--- src/rtl/data_ram_arbiter.sv ---
// data_ram_arbiter
//   Shares the single data_ram port between two requesters:
//     m0 = CPU MEM stage, m1 = loader/DMA.
//   Round-robin arbitration with an optional m1 burst lock (capped so m0 cannot
//   starve), one transaction every three cycles (IDLE -> SERVE -> RESP), and a
//   registered read response per requester.
//
// Ports
//   clk, rst                 clock, synchronous active-low reset
//   m0_req/we/addr/sel/wdata m0 request fields, held stable until m0_ack
//   m0_ack, m0_rdata         1-cycle completion pulse, registered read data
//   m0_stall                 m0_req & ~m0_ack, pipeline stall to the CPU
//   m1_req/we/addr/sel/wdata m1 request fields, held stable until m1_ack
//   m1_ack, m1_rdata         1-cycle completion pulse, registered read data
//   m1_lock                  m1 asks for back-to-back grants
//   sel_err                  pulses with ack when a write carried an illegal sel
//   ram_ce/we/addr/sel/wdata data_ram request, driven combinationally
//   ram_rdata                data_ram combinational read data
module data_ram_arbiter #(
  parameter int ADDR_W    = 32,
  parameter int DATA_W    = 32,
  parameter int MAX_BURST = 8
) (
  input  logic              clk,
  input  logic              rst,

  input  logic              m0_req,
  input  logic              m0_we,
  input  logic [ADDR_W-1:0] m0_addr,
  input  logic [3:0]        m0_sel,
  input  logic [DATA_W-1:0] m0_wdata,
  output logic              m0_ack,
  output logic [DATA_W-1:0] m0_rdata,
  output logic              m0_stall,

  input  logic              m1_req,
  input  logic              m1_we,
  input  logic [ADDR_W-1:0] m1_addr,
  input  logic [3:0]        m1_sel,
  input  logic [DATA_W-1:0] m1_wdata,
  output logic              m1_ack,
  output logic [DATA_W-1:0] m1_rdata,
  input  logic              m1_lock,

  output logic              sel_err,

  output logic              ram_ce,
  output logic              ram_we,
  output logic [ADDR_W-1:0] ram_addr,
  output logic [3:0]        ram_sel,
  output logic [DATA_W-1:0] ram_wdata,
  input  logic [DATA_W-1:0] ram_rdata
);

  localparam int CNT_W = $clog2(MAX_BURST + 1);
  localparam logic [CNT_W-1:0] BURST_CAP = CNT_W'(MAX_BURST);

  typedef enum logic [1:0] {
    IDLE  = 2'd0,
    SERVE = 2'd1,
    RESP  = 2'd2
  } state_t;

  state_t           state;
  logic             owner;      // 0 = m0, 1 = m1
  logic             last;       // most recent winner, 1 = m1
  logic [CNT_W-1:0] burst_cnt;  // locked m1 grants taken while m0 waited

  logic             grant_m1;
  logic [CNT_W-1:0] burst_nxt;

  logic              own_we;
  logic [ADDR_W-1:0] own_addr;
  logic [3:0]        own_sel;
  logic [DATA_W-1:0] own_wdata;
  logic              legal_sel;

  // Arbitration. A locked m1 keeps the port after its own grant until the
  // burst counter reaches the cap; otherwise the last winner yields.
  always_comb begin
    grant_m1 = m1_req;
    if (m0_req && m1_req) begin
      if (last && m1_lock && (burst_cnt < BURST_CAP))
        grant_m1 = 1'b1;
      else
        grant_m1 = ~last;
    end
  end

  // The counter only advances while m0 is actually being held off; any other
  // grant (including m1 alone) clears it.
  always_comb begin
    burst_nxt = '0;
    if (grant_m1 && m1_lock && m0_req)
      burst_nxt = (burst_cnt == BURST_CAP) ? burst_cnt : burst_cnt + 1'b1;
  end

  // Request fields come live from the owner; the protocol keeps them stable
  // until ack, so no copy is registered.
  always_comb begin
    own_we    = owner ? m1_we    : m0_we;
    own_addr  = owner ? m1_addr  : m0_addr;
    own_sel   = owner ? m1_sel   : m0_sel;
    own_wdata = owner ? m1_wdata : m0_wdata;
  end

  assign legal_sel = (own_sel == 4'b0100) || (own_sel == 4'b0010) ||
                     (own_sel == 4'b0001);

  // Chip enable is gated by reset so a reset landing in SERVE cannot commit.
  assign ram_ce    = rst && (state == SERVE);
  assign ram_we    = ram_ce && own_we && legal_sel;
  assign ram_addr  = own_addr;
  assign ram_sel   = own_sel;
  assign ram_wdata = own_wdata;

  assign m0_stall  = m0_req & ~m0_ack;

  always_ff @(posedge clk) begin
    if (!rst) begin
      state     <= IDLE;
      owner     <= 1'b0;
      last      <= 1'b1;
      burst_cnt <= '0;
      m0_ack    <= 1'b0;
      m1_ack    <= 1'b0;
      sel_err   <= 1'b0;
      m0_rdata  <= '0;
      m1_rdata  <= '0;
    end else begin
      m0_ack  <= 1'b0;
      m1_ack  <= 1'b0;
      sel_err <= 1'b0;
      case (state)
        IDLE: begin
          if (m0_req || m1_req) begin
            owner     <= grant_m1;
            last      <= grant_m1;
            burst_cnt <= burst_nxt;
            state     <= SERVE;
          end
        end
        SERVE: begin
          // Reads always capture the full word, even with an illegal sel.
          if (!own_we) begin
            if (owner)
              m1_rdata <= ram_rdata;
            else
              m0_rdata <= ram_rdata;
          end
          if (owner)
            m1_ack <= 1'b1;
          else
            m0_ack <= 1'b1;
          sel_err <= own_we && !legal_sel;
          state   <= RESP;
        end
        RESP: begin
          state <= IDLE;
        end
        default: begin
          state <= IDLE;
        end
      endcase
    end
  end

endmodule

--- config.mk ---
export PLATFORM = sky130hd
export DESIGN_NAME = data_ram_arbiter
export DESIGN_NICKNAME = d
export VERILOG_FILES = /design/src/rtl/data_ram_arbiter.sv
export SDC_FILE = /design/constraint.sdc
export NUM_CORES = 1
export LEC_CHECK = 0
export CORE_ASPECT_RATIO = 0.9
export CORE_MARGIN = 10
export CORE_UTILIZATION = 29
export DETAILED_ROUTE_END_ITERATION = 10
export PLACE_DENSITY = 0.78
export SLEW_MARGIN = 5
export SYNTH_ARGS = -nofsm -noshare
export SYNTH_HDL_FRONTEND = slang
export SYNTH_SLANG_ARGS = --single-unit
--- constraint.sdc ---
create_clock -name clk -period 1.45 [get_ports clk]
set_input_delay 0.29 -clock clk [delete_from_list [all_inputs] [get_ports clk]]
set_output_delay 0.29 -clock clk [all_outputs]
set_load 0.02 [all_outputs]
[Yosys cells after proc, flatten, opt, wreduce, memory -nomap -nowiden]
Cells that the tools add are included.
Cells by class
  $add $sub $neg: 1
  $lt $le $gt $ge: 1
  equal/unequal tests: 7
  mux-type cells: 12
  bitwise gates (word level): 5
  reduce and logical (&&, ||, !) cells: 19
Operators with widths (count)
  $mux W32: 2
  $mux W4: 3
  $logic_and A1 B1 Y1: 9
  $reduce_and A3 Y1: 3
  $mux W1: 5
  $add A4 B1 Y4 const B: 1
  $eq A4 B1 Y1 const B: 1
  $eq A4 B2 Y1 const B: 1
  $eq A4 B3 Y1 const B: 1
  $eq A4 B4 Y1 const B: 1
  $lt A4 B4 Y1 const B: 1
  $ne A2 B2 Y1 const B: 2
  $not A1 Y1: 4
  $pmux W2 S2: 1
  $reduce_and A2 Y1: 2
  $logic_or A1 B1 Y1: 3
  $eq A2 B1 Y1 const B: 1
  $logic_not A2 Y1: 1
  $mux W2: 1
  $and A1 B1 Y1: 1
  $logic_not A1 Y1: 1
Word-level totals
  flip-flop bits (word level): 75
  output and inout bits: 138
  logic and storage cells: 54

[Depth between registers and ports, before layout]
  depth after elaboration: 8
  depth in mapped cells: 6

[Worst setup path before layout]
No wires, ideal clock.
  kind: flip-flop to output port
  from: register owner
  to: output ram_we
  arrival time: 1.226 ns
  data required time: 1.160 ns
  slack: -0.066 ns
  cell stages (with the launch flop): 5
  cell sequence: dfxtp_1 -> buf_2 -> mux2i_1 -> o311ai_1 -> nor2_1
Between the ends
  longest elaborated chain between the ends: 5
  elaborated cells on any way between the ends: 9
  classes of those cells: 3 x eq/ne; 2 x mux; 4 x reduce/logical
RTL lines
  from (decl): line 65  | logic owner;
  from (signal assigned): line 137  | owner <= grant_m1;
  $mux W4: line 103  | own_sel = owner ? m1_sel : m0_sel;
  $eq A4 B3 Y1 / $eq A4 B2 Y1 (equally long branches): line 107  | assign legal_sel = (own_sel == 4'b0100) || (own_sel == 4'b0010) ||
  $logic_or A1 B1 Y1 (2 in a row): line 107
  $logic_and A1 B1 Y1 (*): line 112  | assign ram_we = ram_ce && own_we && legal_sel;
  to (decl): line 48  | output logic ram_we,
Every way passes the cells marked *; elsewhere a longest branch is shown, timed or not.

[Final worst setup path]
Same ends and word-level chain as after synthesis.

==> results.cfg <==
[run_status]
outcome = finished with violations
violations = setup timing

[placed_design]
gp_congestion = 0.829
pre_cts_ws_ns = -0.521
dp_hpwl_um = 16100
dpl.cell_count = 891
numPortBuffers = 312

[synth]
syn_inst = 421
synthDistinctLibCells = 33
synth_area_per_cell_um2 = 8.48
synth_top_area_share_pct = 42.1
synth_ff_type = dfxtp_1
syn_nets = 598
netlist_area_mm2 = 0.00357
synthTopCellsByArea = dfxtp_1 42%, mux2_2 21%, nand2_1 14%
async_reset_ff_share_pct = 0
ys_warn_count = 0
synth_edf_count = 0
yosysTopAreaCell = dfxtp_1
ys_seq_area_share_pct = 42.1
ys_ff_latch = 75

[routing]
antenna_left = 0
wl_per_cell_um = 21.8
drc_errors = 0
routed_wl_um = 20300
drtIter0Drc = 246
viasPerCell = 4.76
firstDrtPassIters = 4
vias = 4424

[pwr]
power_frac_seq_pct = 33.1
switching_share_pct = 28.5
comb_power_share_pct = 32.7
pwr_density_cell_mw_per_mm2 = 832
p_clk_share_pct = 34.2
leakagePower_nw = 3.37
irDropWorstVdd_mv = 0.549
p_int_mw = 4.70
p_sw_mw = 1.87

[grt]
grt.busiest_layer = met2
grt_max_degree = 37
antenna_found_initial = 3
grtUsageMet2_pct = 41.3
met1_usage_pct = 21.0
grt_pass1_vias = 4607
grt_overflow = 0
grt_pass1_wl_um = 28600
grt_util_met3_pct = 8.69
grt_use_total_pct = 21.8

[worst_setup_path]
critPathKind = reg -> out
r2r_cells = 6
cp_max_fo = 8
crit_required_ns = 1.16
end_kind = primary output
slowest_delay_ns = 0.41
critical_path.cell_chain = buf_12 -> mux2i_4 -> o311ai_4 -> nor2_2 -> buf_6
critPathArrivalTime_ns = 1.55
critPathLaunchType = register
slowest_stage = dfxtp_4
startpoint = owner
r2r_start = state[1]

[floorplanning]
die_h_um = 125
ios = 313
die_area_mm2 = 0.0172
initial_core_util_pct = 29.7
row_count = 38
fp.dieW_um = 137
coreArea_mm2 = 0.0120

[sta]
finalSetupTns_ns = -21.02
skew_ns = 0.00954
rsz0062_at_grt = yes
fin_ws_ns = -0.388
min_period_over_period_pct = 127
fin_hold_ws_ns = 0.457
slew_headroom_pct = 78.0
finalSetupViolCount = 100
report.final.slew_viol_count = 0
worst_pin_slew_ns = 0.331
max_freq_mhz = 544
fin_crit_ns = 1.84
hold_viol = 0

[final_layout]
final_common_cell = clkdlybuf4s50_1
final_core_util_pct = 65.7
final_layout_size_suffix_gt1_share_pct = 35.4
final_cells = 929
areaGrowthSynthToFinish_pct = 121
num-nets-final = 940
final_cell_mix = 169 x clkdlybuf4s50_1, 102 x nand2_1, 72 x dfxtp_1

[hold_path]
hp-class = reg -> reg
holdPathStages = 2
worstHoldStart = m1_rdata[20]

[cts]
clkTransAtPathRegs_ns = 0.06
clk_latency_ns = 0.33
clock_tree.root_cell = clkbuf_16
htree_num_levels = 3
holdBufCountCts = 0
cts_buffers = 9
cts_tree = done
cts.path.max_buffers = 2
cts.sinks = 75

[job]
max-cap-violations = 0
==> power groups by stage <==
stage	Combinational (mW)	Clock (mW)	Sequential (mW)
after floorplan	0.708	0	2.26
after global placement	1.91	0	2.20
after detailed placement	1.93	0	2.21
after CTS	1.95	2.29	2.16
after global routing	2.25	2.38	2.18
final	2.15	2.25	2.18
==> flip-flops by register name, summed over array words and instances, names as in the netlist <==
signal,count
m1_ack,1
owner,1
m0_rdata,32
burst_cnt,4
m0_ack,1
state,2
last,1
m1_rdata,32
sel_err,1
==> final timing paths <==
| kind | to | slack (ns) |
|---|---|---|
| setup / recovery | ram_we | -0.39 |
| hold / removal | m1_rdata[20] | 0.46 |
| setup reg to reg | m0_rdata[11] | -0.06 |
| hold reg to reg | m1_rdata[20] | 0.46 |
==> cells by family (layout without fill, tap and decap cells) <==
group                    count (synthesis)  in the layout  share of synthesized area [%]
multiplexers                            70             70                           22.0
AND/OR/NAND/NOR                        162            162                           19.0
AO/OA/AOI/OAI                           75             75                           10.9
adder cells (fa/ha/maj)                  2              2                          0.701
other                                    0              1                              0
XOR/XNOR                                 2              2                          0.491
buffers and inverters                   35            382                           4.84
flip-flops                              75             75                           42.1
==> synthesized netlist by cell type, drive strengths merged (2+ instances only) <==
library cell,count
xnor2,2
clkbuf,9
nor2,6
a21oi,68
nor3,2
mux2i,2
nand2b,2
o22ai,2
nor2b,3
buf,19
o211ai,2
nor3b,2
dfxtp,75
mux2,68
nand2,134
inv,7
nand3,5
nand3b,2
nor4,2
ha,2
==> routing by layer <==
| metal | share of wire, % | wire [µm] |
|---|---|---|
| met2 | 54 | 10900 |
| met5 | 0.064 | 13 |
| met1 | 34 | 6810 |
| met4 | 2.8 | 569 |
| met3 | 9.5 | 1930 |
==> area by class of cell <==
class	instances	area, µm²
diodes	1	2.50
clock buffers	10	239
clock inverters	6	63.8
fillers	965	4130
inverters	7	26.3
multi-input cells	311	2360
flip-flops and latches	75	1510
well taps	160	200
repair buffers	359	3500
==> through the flow <==
step           total power [mW]  instance area, µm²
2_1_floorplan              2.97                3570
3_3_place_gp               4.11                7020
3_5_place_dp               4.14                7020
4_1_cts                    6.40                7350
5_1_grt                    6.82                7900
6_report                   6.58                7900
==> critical path, delay by kind of cell (launching register included) <==
kind                   cells  cell delay [ns]
buffers and inverters      2             0.27
flip-flops                 1             0.41
AND/OR/NAND/NOR            1             0.14
AO/OA/AOI/OAI              1             0.14
multiplexers               1             0.26
==> timing repair <==
item | CTS | global route
gates cloned | 4 | 1
pin swaps | 3 | 26
resized for setup | 399 | 177
setup endpoints to repair | 171 | 135
buffers inserted | 7 | 12
(Power assumes the default switching activity.)
